**config.mk**
```make
export PLATFORM = sky130hd
export DESIGN_NAME = seg7_scan_driver
export DESIGN_NICKNAME = d
export VERILOG_FILES = /design/src/rtl/seg7_pkg.sv /design/src/rtl/seg7_hex_encode.sv /design/src/rtl/seg7_scan_driver.sv
export SDC_FILE = /design/constraint.sdc
export NUM_CORES = 1
export LEC_CHECK = 0
export BUFFER_PORTS_ARGS = -buffer_cell sky130_fd_sc_hd__buf_2
export CELL_PAD_IN_SITES_DETAIL_PLACEMENT = 0
export CELL_PAD_IN_SITES_GLOBAL_PLACEMENT = 2
export CORE_UTILIZATION = 43
export CTS_CLUSTER_SIZE = 30
export DETAILED_ROUTE_END_ITERATION = 12
export GPL_TIMING_DRIVEN = 0
export PLACE_DENSITY = 0.87
export SLEW_MARGIN = 10
export SYNTH_ARGS = -nofsm -noshare
export SYNTH_HDL_FRONTEND = slang
export SYNTH_HIERARCHICAL = 1
export SYNTH_SLANG_ARGS = --single-unit
```
**constraint.sdc**
```tcl
create_clock -name clk -period 6.75 [get_ports clk]
set_clock_uncertainty 0.15 [all_clocks]
set_input_delay 1.0125 -clock clk [delete_from_list [all_inputs] [get_ports clk]]
set_output_delay 1.0125 -clock clk [all_outputs]
set_load 0.1 [all_outputs]
```
**src/rtl/seg7_pkg.sv**
```systemverilog
// Shared segment encoding for the seven-segment scan driver.
// Bit layout is {dp,g,f,e,d,c,b,a}, active-high before pin polarity.
package seg7_pkg;

  typedef logic [7:0] seg7_code_t;

  localparam int SEG_A  = 0;
  localparam int SEG_B  = 1;
  localparam int SEG_C  = 2;
  localparam int SEG_D  = 3;
  localparam int SEG_E  = 4;
  localparam int SEG_F  = 5;
  localparam int SEG_G  = 6;
  localparam int SEG_DP = 7;

  localparam seg7_code_t SEG7_DP_MASK = 8'h80;

  // Hex glyphs 0..F; the dp bit is always clear here and filled in per digit.
  localparam seg7_code_t SEG7_TABLE [16] = '{
    8'h3F, 8'h06, 8'h5B, 8'h4F, 8'h66, 8'h6D, 8'h7D, 8'h07,
    8'h7F, 8'h6F, 8'h77, 8'h7C, 8'h39, 8'h5E, 8'h79, 8'h71
  };

  function automatic seg7_code_t seg7_lookup(input logic [3:0] nibble,
                                             input logic       dp_bit);
    seg7_code_t code;
    code         = SEG7_TABLE[nibble];
    code[SEG_DP] = dp_bit;
    return code;
  endfunction

endpackage

```
**src/rtl/seg7_hex_encode.sv**
```systemverilog
// Combinational nibble-to-segment lookup with the decimal point merged in.
module seg7_hex_encode
  import seg7_pkg::*;
(
  input  logic [3:0] nibble_i,
  input  logic       dp_i,
  output seg7_code_t code_o
);

  assign code_o = seg7_lookup(nibble_i, dp_i);

endmodule

```
**src/rtl/seg7_scan_driver.sv**
```systemverilog
// Time-multiplexed driver for DIGITS seven-segment displays with frame-synchronous load.
// Optional leading-zero blanking is enabled by defining SEG7_LZB_EN.
module seg7_scan_driver
  import seg7_pkg::*;
#(
  parameter int DIGITS         = 4,
  parameter int REFRESH_DIV    = 50000,
  parameter int SEG_ACTIVE_LOW = 0,
  parameter int AN_ACTIVE_LOW  = 0
)(
  input  logic                  clk,
  input  logic                  rst,
  input  logic [4*DIGITS-1:0]   value,
  input  logic [DIGITS-1:0]     dp,
  input  logic                  load,
  input  logic                  blank,
  output logic [7:0]            seg,
  output logic [DIGITS-1:0]     an,
  output logic                  frame_start
);

  localparam int IDX_W = (DIGITS > 1) ? $clog2(DIGITS) : 1;
  localparam int PC_W  = $clog2(REFRESH_DIV);

  localparam logic [PC_W-1:0]   PC_LAST  = PC_W'(REFRESH_DIV - 1);
  localparam logic [IDX_W-1:0]  IDX_LAST = IDX_W'(DIGITS - 1);
  localparam logic [7:0]        SEG_OFF  = (SEG_ACTIVE_LOW != 0) ? 8'hFF : 8'h00;
  localparam logic [DIGITS-1:0] AN_OFF   = (AN_ACTIVE_LOW != 0) ? {DIGITS{1'b1}}
                                                                : {DIGITS{1'b0}};

  logic [PC_W-1:0]     pcnt_q, pcnt_d;
  logic [IDX_W-1:0]    idx_q, idx_d;
  logic [4*DIGITS-1:0] pend_val_q, pend_val_d;
  logic [DIGITS-1:0]   pend_dp_q, pend_dp_d;
  logic                pend_valid_q, pend_valid_d;
  logic [4*DIGITS-1:0] disp_val_q, disp_val_d;
  logic [DIGITS-1:0]   disp_dp_q, disp_dp_d;
  logic [7:0]          seg_q, seg_d;
  logic [DIGITS-1:0]   an_q, an_d;
  logic                fs_q, fs_d;

  logic                slot_wrap;
  logic                frame_wrap;
  logic [3:0]          cur_nib;
  logic                cur_dp;
  logic                cur_lzb;
  seg7_code_t          enc_code;
  seg7_code_t          seg_raw;
  logic [DIGITS-1:0]   an_onehot;
  logic [7:0]          seg_vis;
  logic [DIGITS-1:0]   an_vis;

  // Scan counters: pcnt runs through one digit slot, idx walks the digits.
  always_comb begin
    slot_wrap  = (pcnt_q == PC_LAST);
    frame_wrap = slot_wrap && (idx_q == IDX_LAST);
    pcnt_d     = slot_wrap ? '0 : pcnt_q + 1'b1;
    idx_d      = idx_q;
    if (slot_wrap) begin
      idx_d = (idx_q == IDX_LAST) ? '0 : idx_q + 1'b1;
    end
  end

  // Load handshake: load is a one-cycle valid with no ready; every pulse is
  // taken into pend (last write wins) and reaches disp only at a frame wrap.
  // A load on the wrap cycle refills pend while disp takes the older pend.
  always_comb begin
    pend_val_d   = pend_val_q;
    pend_dp_d    = pend_dp_q;
    pend_valid_d = pend_valid_q;
    disp_val_d   = disp_val_q;
    disp_dp_d    = disp_dp_q;
    if (frame_wrap && pend_valid_q) begin
      disp_val_d = pend_val_q;
      disp_dp_d  = pend_dp_q;
    end
    if (frame_wrap) begin
      pend_valid_d = 1'b0;
    end
    if (load) begin
      pend_val_d   = value;
      pend_dp_d    = dp;
      pend_valid_d = 1'b1;
    end
  end

  assign cur_nib = disp_val_q[{idx_q, 2'b00} +: 4];
  assign cur_dp  = disp_dp_q[idx_q];

`ifdef SEG7_LZB_EN
  logic [DIGITS-1:0] lzb_mask;
  logic              lead_zero;

  // Walk down from the top digit; the mask stays set while nibbles are zero.
  always_comb begin
    lzb_mask  = '0;
    lead_zero = 1'b1;
    for (int i = DIGITS - 1; i >= 1; i--) begin
      if (disp_val_q[4*i +: 4] != 4'h0) begin
        lead_zero = 1'b0;
      end
      lzb_mask[i] = lead_zero;
    end
  end

  assign cur_lzb = lzb_mask[idx_q];
`else
  assign cur_lzb = 1'b0;
`endif

  seg7_hex_encode u_enc (
    .nibble_i (cur_nib),
    .dp_i     (cur_dp),
    .code_o   (enc_code)
  );

  // Output stage: an stays dark on the first cycle of each slot to avoid ghosting.
  always_comb begin
    seg_raw   = cur_lzb ? (enc_code & SEG7_DP_MASK) : enc_code;
    an_onehot = {{(DIGITS-1){1'b0}}, 1'b1} << idx_q;
    seg_vis   = blank ? 8'h00 : seg_raw;
    an_vis    = (blank || (pcnt_q == '0)) ? {DIGITS{1'b0}} : an_onehot;
    seg_d     = seg_vis ^ SEG_OFF;
    an_d      = an_vis ^ AN_OFF;
    fs_d      = (pcnt_q == '0) && (idx_q == '0);
  end

  always_ff @(posedge clk or posedge rst) begin
    if (rst) begin
      pcnt_q       <= '0;
      idx_q        <= '0;
      pend_val_q   <= '0;
      pend_dp_q    <= '0;
      pend_valid_q <= 1'b0;
      disp_val_q   <= '0;
      disp_dp_q    <= '0;
      seg_q        <= SEG_OFF;
      an_q         <= AN_OFF;
      fs_q         <= 1'b0;
    end else begin
      pcnt_q       <= pcnt_d;
      idx_q        <= idx_d;
      pend_val_q   <= pend_val_d;
      pend_dp_q    <= pend_dp_d;
      pend_valid_q <= pend_valid_d;
      disp_val_q   <= disp_val_d;
      disp_dp_q    <= disp_dp_d;
      seg_q        <= seg_d;
      an_q         <= an_d;
      fs_q         <= fs_d;
    end
  end

  assign seg         = seg_q;
  assign an          = an_q;
  assign frame_start = fs_q;

endmodule

```
# Word-level counts from Yosys, hierarchy flattened
# Memory sizes are Yosys's and may differ from the RTL's.
# Cells that the tools add are included.
dict set report totals {
  ff_bits 72
  latchBits 0
  mem_bits_rw 0
  rom_bits 128
  inputBits 24
  out_inout_bits 13
  wordCells 37
  memories 1
}
# memory words word_bits read_ports rd_ports_with_merged_regs write_ports line_no
set memory_table {}
lappend memory_table {{(no name shown)} 16 8 1 0 0 seg7_pkg.sv:27} ;# code = SEG7_TABLE[nibble];
dict set report op_classes {
  addsub 2
  multipliers 0
  n_div 0
  order_cmp 2
  eq_ne 2
  shift 2
  muxes 10
  n_bitwise 1
  n_reduce_logical 7
}
# operator count
set op_table {}
lappend op_table {{$add A16 B1 Y16 const B} 1}
lappend op_table {{$eq A16 B16 Y1 const B} 1}
lappend op_table {{$logic_not A16 Y1} 1}
lappend op_table {{$mux W16} 1}
lappend op_table {{$shiftx A16 B5 Y4} 1}
lappend op_table {{$mux W7} 2}
lappend op_table {{$mux W8} 1}
lappend op_table {{$ge A5 B5 Y1 const B} 1}
lappend op_table {{$not A4 Y5} 1}
lappend op_table {{$mux W4} 1}
lappend op_table {{$shl A1 B2 Y4 const A} 1}
lappend op_table {{$logic_and A1 B1 Y1} 3}
lappend op_table {{$lt A2 B3 Y1 const B} 1}
lappend op_table {{$mux W1} 3}
lappend op_table {{$add A2 B1 Y2 const B} 1}
lappend op_table {{$bmux W1 S2} 1}
lappend op_table {{$eq A2 B2 Y1 const B} 1}
lappend op_table {{$logic_not A2 Y1} 1}
lappend op_table {{$mux W2} 1}
lappend op_table {{$reduce_bool A2 Y1} 1}
lappend op_table {{$logic_or A1 B1 Y1} 1}

# Depth between registers and ports, before layout
dict set report logic_depth {
  word_depth 6
  depth_mapped 7
  ltp_nobuf 6
}

# Cells and area by module
# Netlist, hierarchy kept.
# module n_inst cells_per_inst area_each_um2 seq_area_each_um2
set modules_own_cells {}
lappend modules_own_cells {seg7_scan_driver 1 211 2990.4 1801.7}
lappend modules_own_cells {seg7_hex_encode 1 34 295.3 0.0}

# Worst setup path before layout
# OpenSTA, ideal clock, no wires.
dict set report synth_path {
  path_kind {reg-to-reg}
  start {register idx_q[0]}
  end {register seg_q[3], in the netlist seg[3]}
  setup_ns 0.118
  arrival_ns 2.232
  t_required_ns 6.482
  path_slack_ns 4.250
  path_stages_with_launch 8
  n_path_buf 1
  synth_period_minus_slack_ns 2.500
  path_cell_list {dfrtp_1 -> clkbuf_1 -> mux4_2 -> inv_1 -> ha_1 -> inv_1 -> mux4_1 -> nor2b_1}
}
dict set report synth_via {
  elab_chain_cells 6
}
# element line_no
set synth_lines {}
lappend synth_lines {{start, declared} seg7_scan_driver.sv:32} ;# logic [IDX_W-1:0] idx_q, idx_d;
lappend synth_lines {{start signal, assigned} seg7_scan_driver.sv:142} ;# idx_q <= idx_d;
lappend synth_lines {{$shiftx A16 B5 Y4} seg7_scan_driver.sv:87} ;# assign cur_nib = disp_val_q[{idx_q, 2'b00} +: 4];
lappend synth_lines {{net cur_nib[1]} seg7_scan_driver.sv:44} ;# logic [3:0] cur_nib;
lappend synth_lines {{$not A4 Y5 (implied by the code)} seg7_pkg.sv:27}
lappend synth_lines {{$mem_v2 Z16 W8} n/a}
lappend synth_lines {{$mux W7 (implied by the code) (2 in series)} seg7_pkg.sv:27}
lappend synth_lines {{net enc_code[3]} seg7_scan_driver.sv:47} ;# seg7_code_t enc_code;
lappend synth_lines {{$mux W8} seg7_scan_driver.sv:121} ;# seg_vis = blank ? 8'h00 : seg_raw;
lappend synth_lines {{net seg_d[3]} seg7_scan_driver.sv:38} ;# logic [7:0] seg_q, seg_d;
lappend synth_lines {{end signal, assigned} seg7_scan_driver.sv:148} ;# seg_q <= seg_d;
lappend synth_lines {{end, declared} seg7_scan_driver.sv:38}
# The timed path passes the listed nets, and every way through them passes these cells. The select of a mux whose other input is x is not followed.
# A chain may end at the register's enable or synchronous reset.

# Worst setup path in the final report
# Ends and elaborated chain as after synthesis.

==> impl_metrics.yaml <==
run_status:
  outcome: "completed"
place:
  dp_hpwl_mm: 3.85
  portBuffers: 36
  dp_cells: 381
  gp_congestion: 0.751
die:
  io_pins: 37
  num_rows: 31
  die_area_mm2: 0.00800
  die-width_um: 89.4
  start_util_pct: 44.8
  core-area_mm2: 0.00733
  die_y_um: 89.4
min_path:
  whs_path_depth: 1
  hold_path_class: "reg2reg"
pwr:
  power_leakage_nw: 1.76
  vdd_drop_max_mv: 0.0985
  total_power_mw: 0.835
  power.density_mw_per_mm2: 219
clock_network:
  clock-sinks: 72
  htreeDepth: 3
  cts_tree: "built"
  hold_buffers: 0
  clk_latency_ns: 0.34
  ctsRootBufferMaster: "clkbuf_8"
  cts_buffers: 9
  clkTransAtPathRegs_ns: 0.09
  cts_resized: 0
  clock_path_buffers: 2
  post_cts_buffers: 0
layout:
  layout.nets: 330
  fin_cells: 397
  layout_common_cells: "dfrtp_1, mux2_2, buf_2"
  fillers: 633
  regArea_mm2: 0.00180
  n_antenna_cell: 0
  syn_to_final_growth_pct: 16.2
  drive_gt1_share_pct: 38.3
  mostFrequentLayoutCell: "dfrtp_1"
  multi_input_area_mm2: 0.00137
  final_core_util_pct: 52.1
routing:
  wire_per_inst_um: 13.6
  num_vias: 1959
  dr.pass1.iters: 4
  ant_nets: 0
  drt-total-wl_mm: 5.42
  routed_via_density: 4.93
  drtIter0Drc: 122
  post-route-drc-count: 0
yosys:
  syn-num-nets: 282
  synthFlopType: "dfrtp_1"
  postSynthCellCount: 245
  syn_area_mm2: 0.00329
  synth_warnings: 6
  ys_ff_latch: 72
  yosysSeqAreaShare_pct: 54.8
  synth_edf_count: 0
  avgSynthCellArea_um2: 13.4
  synth-async-reset-ratio_pct: 100
  synth_cell_types: 39
worst_setup_path:
  end_kind: "flop"
  critPathKind: "reg2reg"
  cp.arrival_ns: 2.87
  reg2reg_slack_ns: 3.98
  cp_max_fo: 7
  slowest_delay_ns: 0.65
  cp.required_ns: 6.84
  critPathMostFrequentCell: "inv_1"
  crit_path_start_kind: "flop"
  path_cells: "clkbuf_1 > mux4_2 > inv_1 > ha_1 > inv_1 > mux4_1 > nor2b_1"
  crit_slowest_cell: "mux4_2"
  rr_worst_depth: 7
  critPathBufInv: 3
  cpLargestDelayFamily: "multiplexers"
  cp_num_cells: 7
sta:
  fmax_mhz: 361
  slew_headroom_pct: 57.3
  hold_viol_final: 0
  whs_ns: 0.334
  rsz0062_at_grt: "false"
  min_period_ns: 2.77
  setup_viol: 0
  post-route-period-util_pct: 41.1
  slew_violations: 0
  tns_ns: 0
  tightest_slew_ns: 0.634
global_route:
  grt_pass1_vias: 1914
  grt_max_degree: 53
  groute.usage.overall_pct: 16.3
  grt_pass1_wl_mm: 9.47
  antenna_found_initial: 0
  grt_overflow_total: 0
run:
  cap_viol_max_count: 0
-- registers in the layout (all words and copies together), names as in the netlist --
name          flops
seg               8
pend_dp_q         4
frame_start       1
pcnt_q           16
pend_valid_q      1
an                4
pend_val_q       16
disp_val_q       16
idx_q             2
disp_dp_q         4
-- where the power goes --
part	leakage, nW	total (mW)	switching [mW]	internal (mW)
sequential	0.925	0.451	0.00648	0.445
clock	0.101	0.331	0.185	0.146
combinational	0.735	0.0532	0.0337	0.0195
total	1.76	0.835	0.225	0.610
-- final cells by class --
| cell class | instances | area share, % |
|---|---|---|
| clock buffer | 9 | 3.24 |
| buffer | 11 | 1.84 |
| sequential | 72 | 47.2 |
| timing repair buffer | 37 | 5.44 |
| tap | 99 | 3.24 |
| clock inverter | 7 | 1.93 |
| inverter | 11 | 1.15 |
| multi-input combinational | 151 | 36.0 |
-- metal layers --
metal,global-route usage [%],routed length (um),share of wire (%),vias up
met5,0,0,0,-
li1,-,-,-,956
met2,23.1,2330,43,40
met1,23.5,2800,52,953
met4,8.66,119,2.2,0
met3,3.32,167,3.1,10
-- logic make-up after synthesis --
kind of cell               Yosys count  synth area share (%)
DFF                                 72                  54.8
AOI/OAI and AO/OA                   13                  2.55
adders and majority gates           13                  4.95
and+or+nand+nor                     61                  11.1
muxes                               53                  20.2
xor gates and xnor gates            11                  2.93
buffers and inverters               22                  3.39
-- cell usage after synthesis, types with 6 or more instances --
cell type / number / share of area (%)
mux2_2: 44 / 15
dfrtp_1: 72 / 55
xor2_1: 6 / 1.6
and2_1: 6 / 1.1
ha_1: 13 / 5.0
nor2b_1: 11 / 2.1
nand2_1: 6 / 0.69
nand3_1: 7 / 1.1
nor2_1: 6 / 0.69
inv_1: 11 / 1.3
-- metrics by stage --
stage / setup WS [ns] / area [um^2]
finish: 3.98 / 3820
global route: 3.80 / 3820
CTS: 3.95 / 3820
detailed placement: 3.95 / 3620
global placement: 2.90 / 3590
floorplan: 3.76 / 3290
-- final timing paths --
kind,startpoint,endpoint
max,idx_q[0],seg[3]
min,pcnt_q[0],pcnt_q[0]
max reg2reg,idx_q[0],seg[3]
min reg2reg,pcnt_q[0],pcnt_q[0]
max in group asynchronous,rst,pend_val_q[2]
min in group asynchronous,rst,pcnt_q[13]
(Power assumes the default switching activity.)
